==> src/rtl/mac_pkg.sv <==
// Shared constants and state encoding for the MAC_10xINT8 operand feed path.
package mac_pkg;

  localparam int unsigned DATAW = 8;
  localparam int unsigned LANES = 10;
  localparam int unsigned DIN_W = 96;
  localparam int unsigned WIN_W = 88;

  localparam logic [1:0] FEED_NONE = 2'b00;
  localparam logic [1:0] FEED_A    = 2'b01;
  localparam logic [1:0] FEED_B    = 2'b10;

  typedef enum logic [1:0] {
    StIdle  = 2'd0,
    StRun   = 2'd1,
    StDrain = 2'd2
  } state_e;

endpackage

==> src/rtl/mac_feed_sequencer.sv <==
// Groups (data, weight) beats into cfg_k-beat accumulation groups, ping-pongs the MAC
// double-buffer load strobes and flags when the MAC result is stable.
module mac_feed_sequencer
  import mac_pkg::*;
#(
  parameter int unsigned KW        = 8,
  parameter int unsigned DRAIN_CYC = 5
) (
  input  logic             clk,
  input  logic             clr,
  input  logic [KW-1:0]    cfg_k,
  input  logic             start,
  output logic             busy,
  output logic             done,
  input  logic             s_valid,
  output logic             s_ready,
  input  logic [DIN_W-1:0] s_data,
  input  logic [WIN_W-1:0] s_weight,
  output logic [DIN_W-1:0] data_in,
  output logic [WIN_W-1:0] cascade_weight_in,
  output logic             load_bb_a,
  output logic             load_bb_b,
  output logic             load_buf_sel,
  output logic [1:0]       feed_sel,
  output logic             zero_en,
  output logic             ena,
  output logic             res_valid
);

  localparam int unsigned DW = $clog2(DRAIN_CYC + 1);

  state_e             state_q, state_d;
  logic [KW-1:0]      k_q, k_d;
  logic [KW-1:0]      cnt_q, cnt_d;
  logic               ping_q, ping_d;
  logic [DW-1:0]      drain_q, drain_d;
  logic               active_q, active_d;
  logic [DIN_W-1:0]   data_q, data_d;
  logic [WIN_W-1:0]   weight_q, weight_d;
  logic               load_a_q, load_a_d;
  logic               load_b_q, load_b_d;
  logic               buf_sel_q, buf_sel_d;
  logic [1:0]         feed_sel_q, feed_sel_d;
  logic               zero_en_q, zero_en_d;
  logic               res_valid_q, res_valid_d;
  logic               beat;

  // Ready depends only on registered state so upstream can't form a valid->ready loop.
  assign s_ready = (state_q == StRun) && (cnt_q != k_q);
  assign beat    = s_valid && s_ready;

  always_comb begin
    state_d     = state_q;
    k_d         = k_q;
    cnt_d       = cnt_q;
    ping_d      = ping_q;
    drain_d     = drain_q;
    active_d    = active_q;
    data_d      = data_q;
    weight_d    = weight_q;
    buf_sel_d   = buf_sel_q;
    load_a_d    = 1'b0;
    load_b_d    = 1'b0;
    feed_sel_d  = FEED_NONE;
    zero_en_d   = 1'b0;
    res_valid_d = 1'b0;

    unique case (state_q)
      StIdle: begin
        if (start) begin
          k_d      = (cfg_k == '0) ? KW'(1) : cfg_k;
          cnt_d    = '0;
          ping_d   = 1'b0;
          active_d = 1'b1;
          state_d  = StRun;
        end
      end
      StRun: begin
        if (beat) begin
          data_d     = s_data;
          weight_d   = s_weight;
          load_a_d   = ~ping_q;
          load_b_d   = ping_q;
          buf_sel_d  = ping_q;
          feed_sel_d = ping_q ? FEED_B : FEED_A;
          zero_en_d  = (cnt_q == '0);
          ping_d     = ~ping_q;
          cnt_d      = cnt_q + KW'(1);
          if (cnt_q + KW'(1) == k_q) begin
            drain_d = '0;
            state_d = StDrain;
          end
        end
      end
      StDrain: begin
        // drain_q reaches DRAIN_CYC on the done cycle; the following edge returns to idle.
        if (drain_q == DW'(DRAIN_CYC)) begin
          active_d = 1'b0;
          state_d  = StIdle;
        end else begin
          drain_d     = drain_q + DW'(1);
          res_valid_d = (drain_q == DW'(DRAIN_CYC - 1));
        end
      end
      default: state_d = StIdle;
    endcase
  end

  always_ff @(posedge clk) begin
    if (clr) begin
      state_q     <= StIdle;
      k_q         <= '0;
      cnt_q       <= '0;
      ping_q      <= 1'b0;
      drain_q     <= '0;
      active_q    <= 1'b0;
      data_q      <= '0;
      weight_q    <= '0;
      load_a_q    <= 1'b0;
      load_b_q    <= 1'b0;
      buf_sel_q   <= 1'b0;
      feed_sel_q  <= FEED_NONE;
      zero_en_q   <= 1'b0;
      res_valid_q <= 1'b0;
    end else begin
      state_q     <= state_d;
      k_q         <= k_d;
      cnt_q       <= cnt_d;
      ping_q      <= ping_d;
      drain_q     <= drain_d;
      active_q    <= active_d;
      data_q      <= data_d;
      weight_q    <= weight_d;
      load_a_q    <= load_a_d;
      load_b_q    <= load_b_d;
      buf_sel_q   <= buf_sel_d;
      feed_sel_q  <= feed_sel_d;
      zero_en_q   <= zero_en_d;
      res_valid_q <= res_valid_d;
    end
  end

  assign busy              = active_q;
  assign ena               = active_q;
  assign done              = res_valid_q;
  assign res_valid         = res_valid_q;
  assign data_in           = data_q;
  assign cascade_weight_in = weight_q;
  assign load_bb_a         = load_a_q;
  assign load_bb_b         = load_b_q;
  assign load_buf_sel      = buf_sel_q;
  assign feed_sel          = feed_sel_q;
  assign zero_en           = zero_en_q;

endmodule

==> config.mk <==
export PLATFORM = sky130hd
export DESIGN_NAME = mac_feed_sequencer
export DESIGN_NICKNAME = d
export VERILOG_FILES = /design/src/rtl/mac_pkg.sv /design/src/rtl/mac_feed_sequencer.sv
export SDC_FILE = /design/constraint.sdc
export NUM_CORES = 1
export LEC_CHECK = 0
export CORE_MARGIN = 2
export CORE_UTILIZATION = 30
export DETAILED_ROUTE_END_ITERATION = 6
export GPL_ROUTABILITY_DRIVEN = 0
export PLACE_DENSITY_LB_ADDON = 0.2
export SLEW_MARGIN = 20
export SYNTH_ARGS = -nofsm -noshare
export SYNTH_HDL_FRONTEND = slang
export SYNTH_SLANG_ARGS = --single-unit
==> constraint.sdc <==
create_clock -name clk -period 2 [get_ports clk]
set_input_delay 0.2 -clock clk [delete_from_list [all_inputs] [get_ports clk]]
set_output_delay 0.2 -clock clk [all_outputs]
set_load 0.005 [all_outputs]
==> results.py, run 1 <==
metrics = {
    "clock_tree": {
        "htreeDepth": 1,
        "clock-sinks": 212,
        "clock_latency_ps": 520,
        "root_buffer": "clkbuf_16",
        "clock_path_buffers": 3,
        "numCtsBuffers": 25,
        "cts_tree": "built",
        "clk_pin_slew_ps": 60,
    },
    "layout": {
        "post-route-util_pct": 50.0,
        "final_net_count": 1566,
        "syn_to_final_growth_pct": 63.0,
        "finalNonFillerCells": 1719,
        "drive_above_1_share_pct": 6.23,
        "fillers": 2486,
    },
    "global_routing": {
        "grt_pass1_vias": 7658,
        "antenna_found_initial": 4,
        "grt_max_degree": 88,
        "global_route.overflow_total": 0,
        "grt_pass1_wl_microns": 41600,
        "grt_use_total_pct": 18.3,
    },
    "place": {
        "dpl.hpwl_microns": 19300,
        "placedCellCount": 1670,
        "portBuffers": 390,
    },
    "sta": {
        "finalCriticalPeriod_ps": 1880,
        "slew_viol_final": 0,
        "worst_pin_slew_ps": 456,
        "finClkSkew_ps": 10.5,
        "fmax_ghz": 0.531,
        "hold_viol": 0,
        "setup_viol": 0,
        "slew_headroom_pct": 69.6,
        "fin_crit_sh_pct": 94.2,
    },
    "critical_path": {
        "crit_path_end_kind": "flop",
        "critPathKind": "reg2reg",
        "worstPathRequired_ps": 2440,
        "crit_arrival_ps": 2320,
        "critPathMaxFanout": 14,
        "cp-start-kind": "flop",
        "reg2reg_depth": 8,
    },
    "floorplan": {
        "io_pins": 391,
        "die_area_sq_um": 28100,
        "core_sq_um": 26200,
        "placementRows": 59,
        "die_w_microns": 168,
        "start_util_pct": 30.7,
        "die_h_microns": 168,
    },
    "detailed_routing": {
        "ant_nets": 0,
        "drt_iter0_markers": 457,
        "totalWireLength_microns": 27100,
        "via_count": 7887,
        "post-route-drc-count": 0,
        "wl_per_cell_microns": 15.7,
        "first_pass_iters": 4,
        "viasPerCell": 4.59,
    },
    "run": {
        "drv_cap": 0,
    },
    "synth": {
        "synthCells": 991,
        "synth-edff-count": 0,
        "syn_nets": 1192,
        "yosys.cell_types.count": 45,
        "synth_ff_type": "dfxtp_1",
        "syn_area_sq_um": 8030,
        "synth-seq-area-share_pct": 52.8,
        "ys_ff_latch": 212,
        "async_flop_share_pct": 0,
        "synth.avg_cell_area_sq_um": 8.11,
        "yosysWarnings": 0,
    },
    "pwr": {
        "p_per_area_nw_per_um2": 778,
        "irDropWorstVdd_mv": 0.740,
        "p_leak_nw": 4.52,
    },
    "worst_hold_path": {
        "hold_path_class": "in2reg",
        "hold_path_depth": 3,
    },
    "status": {
        "status": "finished, final reports clean",
    },
}
## cell families after synthesis
family          after synthesis  synth area share (%)
compound gates              247                  16.9
xor+xnor                     14                  1.90
fa+ha+maj                     5                 0.779
buf+inv                      88                  6.67
flops                       212                  52.8
simple gates                425                  21.0
## placed cells by master, fill, tap and decap left out, types with 5 or more instances in the layout
cell type        count
buf_4               20
nand2_1            380
clkdlybuf4s50_1    388
xnor2_1              5
nor3_1               8
nand2b_1             8
buf_12              15
clkbuf_16           25
a211oi_1             6
o21ai_0             13
dfxtp_1            206
clkbuf_1            10
ha_1                 5
a21oi_1            201
inv_1                9
nor2_1              10
## critical path, stage by stage, from the launching register on
cell and delay (ps):
dfxtp_4 370, xnor2_4 210, nand4_2 130, buf_4 170, o211ai_4 320, buf_12 210
buf_4 170, nand2_1 60, a21oi_1 150
## through the flow
step	total power, mW	setup WS, ps	instance area (sq um)	setup TNS, ps	hold WS, ps
after floorplan	5.19	278	8030	0	336
after global placement	6.13	137	12300	0	441
after detailed placement	6.13	91.4	12300	0	445
after CTS	10.3	99.0	13100	0	200
after global routing	10.6	-7.22	13100	-7.22	208
final	10.2	116	13100	0	228
## power by group
part / switching [mW] / leakage (nW) / internal [mW]
Clock: 1.74 / 0.353 / 2.40
Combinational: 0.626 / 2.44 / 0.891
Sequential: 0.110 / 1.72 / 4.42
Total: 2.48 / 4.52 / 7.71
## worst paths after layout
path | end | slack, ps | startpoint
worst min-delay path | cascade_weight_in[21] | 230 | s_weight[21]
worst max-delay path | data_in[4] | 120 | k_q[6]
worst max register to register | data_in[4] | 120 | k_q[6]
worst min register to register | cascade_weight_in[63] | 450 | cascade_weight_in[63]
## cells in the mapped netlist (2+ instances only)
| cell | count | area share [%] |
|---|---|---|
| ha_1 | 5 | 0.78 |
| nor4_1 | 3 | 0.23 |
| nor2_1 | 11 | 0.51 |
| clkbuf_1 | 26 | 1.2 |
| xnor2_2 | 4 | 0.81 |
| a21oi_1 | 201 | 13 |
| a32oi_1 | 2 | 0.22 |
| nand4_1 | 4 | 0.31 |
| nand2b_1 | 8 | 0.62 |
| and3_1 | 3 | 0.23 |
| o41ai_1 | 2 | 0.22 |
| xor2_1 | 4 | 0.44 |
| a211oi_1 | 6 | 0.56 |
| inv_1 | 9 | 0.42 |
| nand2_1 | 380 | 18 |
| nor3_1 | 8 | 0.50 |
| a311oi_1 | 4 | 0.44 |
| xnor2_1 | 6 | 0.65 |
| buf_2 | 26 | 1.6 |
| o21ai_0 | 13 | 0.81 |
| buf_4 | 7 | 0.65 |
| o21a_1 | 3 | 0.28 |
| nand3_1 | 2 | 0.12 |
| dfxtp_1 | 212 | 53 |
| buf_6 | 18 | 2.5 |
| a31oi_1 | 4 | 0.31 |
| nor3b_1 | 2 | 0.19 |
## metal layers
| layer | share of wire [%] | up-vias | wire length (microns) | global-route usage (%) |
|---|---|---|---|---|
| li1 | - | 3995 | - | - |
| met1 | 40 | 3537 | 10900 | 21.4 |
| met2 | 47 | 314 | 12700 | 31.3 |
| met3 | 9.9 | 41 | 2680 | 7.09 |
| met4 | 3.0 | 0 | 806 | 5.56 |
| met5 | 0 | - | 0 | 0 |
## registers in the layout, indices dropped and copies added (netlist names)
register           count
drain_q                3
feed_sel               1
zero_en                1
ping_q                 1
cnt_q                  8
data_in               96
busy                   1
cascade_weight_in     88
load_buf_sel           1
done                   1
k_q                    8
load_bb_b              1
state_q                2
## repair_timing
action                                 in CTS  in global routing
resized for setup                          11                  1
hold buffers                                1                  0
pin swaps                                   4                  1
endpoints found under the hold margin       7                  0
setup endpoints to repair                   1                  1
buffers inserted                            2                  0
## final cells by class
class                      count  area [sq um]  share of cell area (%)
timing repair buffer         426          4360                    33.3
sequential                   212          4260                    32.5
multi-input combinational    691          3280                    25.1
clock buffer                  38           704                    5.38
tap                          335           419                    3.20
inverter                       9          33.8                   0.258
clock inverter                 4          22.5                   0.172
antenna                        4          10.0                  0.0764
Power figures use the tool's default switching activity.
==> run 2: changes to the inputs <==
--- a/config.mk
+++ b/config.mk
@@ -5,11 +5,11 @@
 export SDC_FILE = /design/constraint.sdc
 export NUM_CORES = 1
 export LEC_CHECK = 0
+export ABC_AREA = 0
 export CORE_MARGIN = 2
 export CORE_UTILIZATION = 30
 export DETAILED_ROUTE_END_ITERATION = 6
 export GPL_ROUTABILITY_DRIVEN = 0
-export PLACE_DENSITY_LB_ADDON = 0.2
 export SLEW_MARGIN = 20
 export SYNTH_ARGS = -nofsm -noshare
 export SYNTH_HDL_FRONTEND = slang
==> results.py, run 2 (same netlist as run 1, synthesis figures left out) <==
metrics = {
    "critical_path": {
        "critPathMaxFanout": 7,
        "crit_path_end_kind": "flop",
        "crit_arrival_ps": 2390,
        "reg2reg_depth": 9,
        "worstPathRequired_ps": 2440,
        "cp-start-kind": "flop",
        "critPathKind": "reg2reg",
    },
    "detailed_routing": {
        "wl_met2_microns": 13800,
        "via_count": 8190,
        "dr_wl_met3_microns": 2880,
        "totalWireLength_microns": 29000,
        "ant_nets": 0,
        "post-route-drc-count": 0,
        "first_pass_iters": 4,
        "drt-met1-wl_microns": 11500,
        "top_layer": "met4",
        "viasPerCell": 4.71,
        "wl_per_cell_microns": 16.7,
        "drt_iter0_markers": 308,
    },
    "pwr": {
        "irDropWorstVdd_mv": 0.582,
        "p_per_area_nw_per_um2": 790,
        "p_leak_nw": 4.76,
    },
    "sta": {
        "timing.hold.ws_ps": 71.5,
        "rsz0062_at_grt": "yes",
        "timing.setup.tns_ps": 0,
        "fin_crit_sh_pct": 97.8,
        "finalCriticalPeriod_ps": 1960,
        "worst_pin_slew_ps": 466,
        "finClkSkew_ps": 15.9,
        "hold_viol": 0,
        "slew_headroom_pct": 69.0,
        "slew_viol_final": 0,
        "fmax_ghz": 0.511,
        "setup_viol": 0,
    },
    "clock_tree": {
        "htreeDepth": 1,
        "clock_path_buffers": 3,
        "cts_hold_buf": 0,
        "clock-sinks": 212,
        "root_buffer": "clkbuf_16",
        "cts_tree": "built",
        "clock_latency_ps": 520,
        "clk_pin_slew_ps": 60,
        "numCtsBuffers": 25,
    },
    "layout": {
        "finalNonFillerCells": 1740,
        "mostFrequentLayoutCell": "clkdlybuf4s50_1",
        "syn_to_final_growth_pct": 69.1,
        "drive_above_1_share_pct": 9.05,
        "largest_reg_flops": 96,
        "final_net_count": 1586,
        "layout_common_cells": "clkdlybuf4s50_1 (388), nand2_1 (380), dfxtp_1 (200)",
    },
    "place": {
        "dpl.hpwl_microns": 19500,
        "portBuffers": 390,
        "placedCellCount": 1667,
    },
    "floorplan": {
        "die_area_sq_um": 28100,
        "placementRows": 59,
        "core_sq_um": 26200,
        "die_h_microns": 168,
        "start_util_pct": 30.7,
        "die_w_microns": 168,
        "io_pins": 391,
    },
    "global_routing": {
        "grt_pass1_wl_microns": 42800,
        "global_route.overflow_total": 0,
        "antenna_found_initial": 1,
        "grt_max_degree": 69,
        "grt_pass1_vias": 7838,
        "grt_use_total_pct": 18.9,
    },
    "worst_hold_path": {
        "hold_path_class": "in2reg",
        "hold_path_depth": 2,
    },
    "status": {
        "status": "finished, final reports clean",
    },
    "run": {
        "drv_cap": 0,
    },
}
-- run 2: power by group --
group	internal (mW)	total (mW)	leakage [nW]	switching (mW)
combinational	0.984	1.68	2.63	0.694
clock	2.72	4.53	0.406	1.81
sequential	4.41	4.52	1.73	0.109
total	8.12	10.7	4.76	2.61
-- run 2: timing repair --
| item | CTS | global route |
|---|---|---|
| gates resized for setup | 20 | 22 |
| endpoints found under the setup margin | 5 | 196 |
| setup buffers | 10 | 6 |
| cloned | 1 | 10 |
| pin swaps | 9 | 13 |
-- run 2: worst max-delay path, stage by stage (launching register included) --
cell	delay [ps]
dfxtp_1	350
xnor2_2	210
nand4_2	150
buf_4	190
o211ai_4	270
buf_6	160
clkbuf_16	180
clkbuf_16	160
nand2_1	60
a21oi_1	140
-- run 2: cell type report --
| class | instances | area, sq um |
|---|---|---|
| fill | 2490 | 12600 |
| timing repair buffer | 445 | 4690 |
| sequential | 212 | 4270 |
| multi-input combinational | 692 | 3350 |
| clock buffer | 36 | 707 |
| tap | 335 | 419 |
| clock inverter | 10 | 111 |
| inverter | 9 | 33.8 |
| antenna | 1 | 2.50 |
-- run 2: path summary, 6_finish.rpt --
path                 to  slack, ps       start
min              k_q[2]         70         clr
min reg2reg  data_in[2]        450  data_in[2]
max          data_in[5]         40      k_q[7]
max reg2reg  data_in[5]         40      k_q[7]
-- run 2: metal layers --
layer  GRT usage, %  vias up
li1               -     4048
met2           32.1      343
met5              0        -
met4           6.12        0
met3           7.49       45
met1           21.8     3754
-- run 2: stage by stage --
stage	area (sq um)	utilization, %	setup WS [ps]	total power [mW]
after floorplan	8030	-	278	5.19
after global placement	12300	46.8	52.7	6.12
after detailed placement	12300	46.8	18.4	6.13
after CTS	13200	50.5	15.2	10.8
after global routing	13600	51.8	-24.9	11.2
final	13600	51.8	44.5	10.7
==> run 3: changes to the inputs <==
--- a/config.mk
+++ b/config.mk
@@ -6,6 +6,7 @@
 export NUM_CORES = 1
 export LEC_CHECK = 0
 export ABC_AREA = 0
+export CAP_MARGIN = 5
 export CORE_MARGIN = 2
 export CORE_UTILIZATION = 30
 export DETAILED_ROUTE_END_ITERATION = 6
==> results of run 3 <==
Final layout, timing and power as in run 2 (identical DEF).
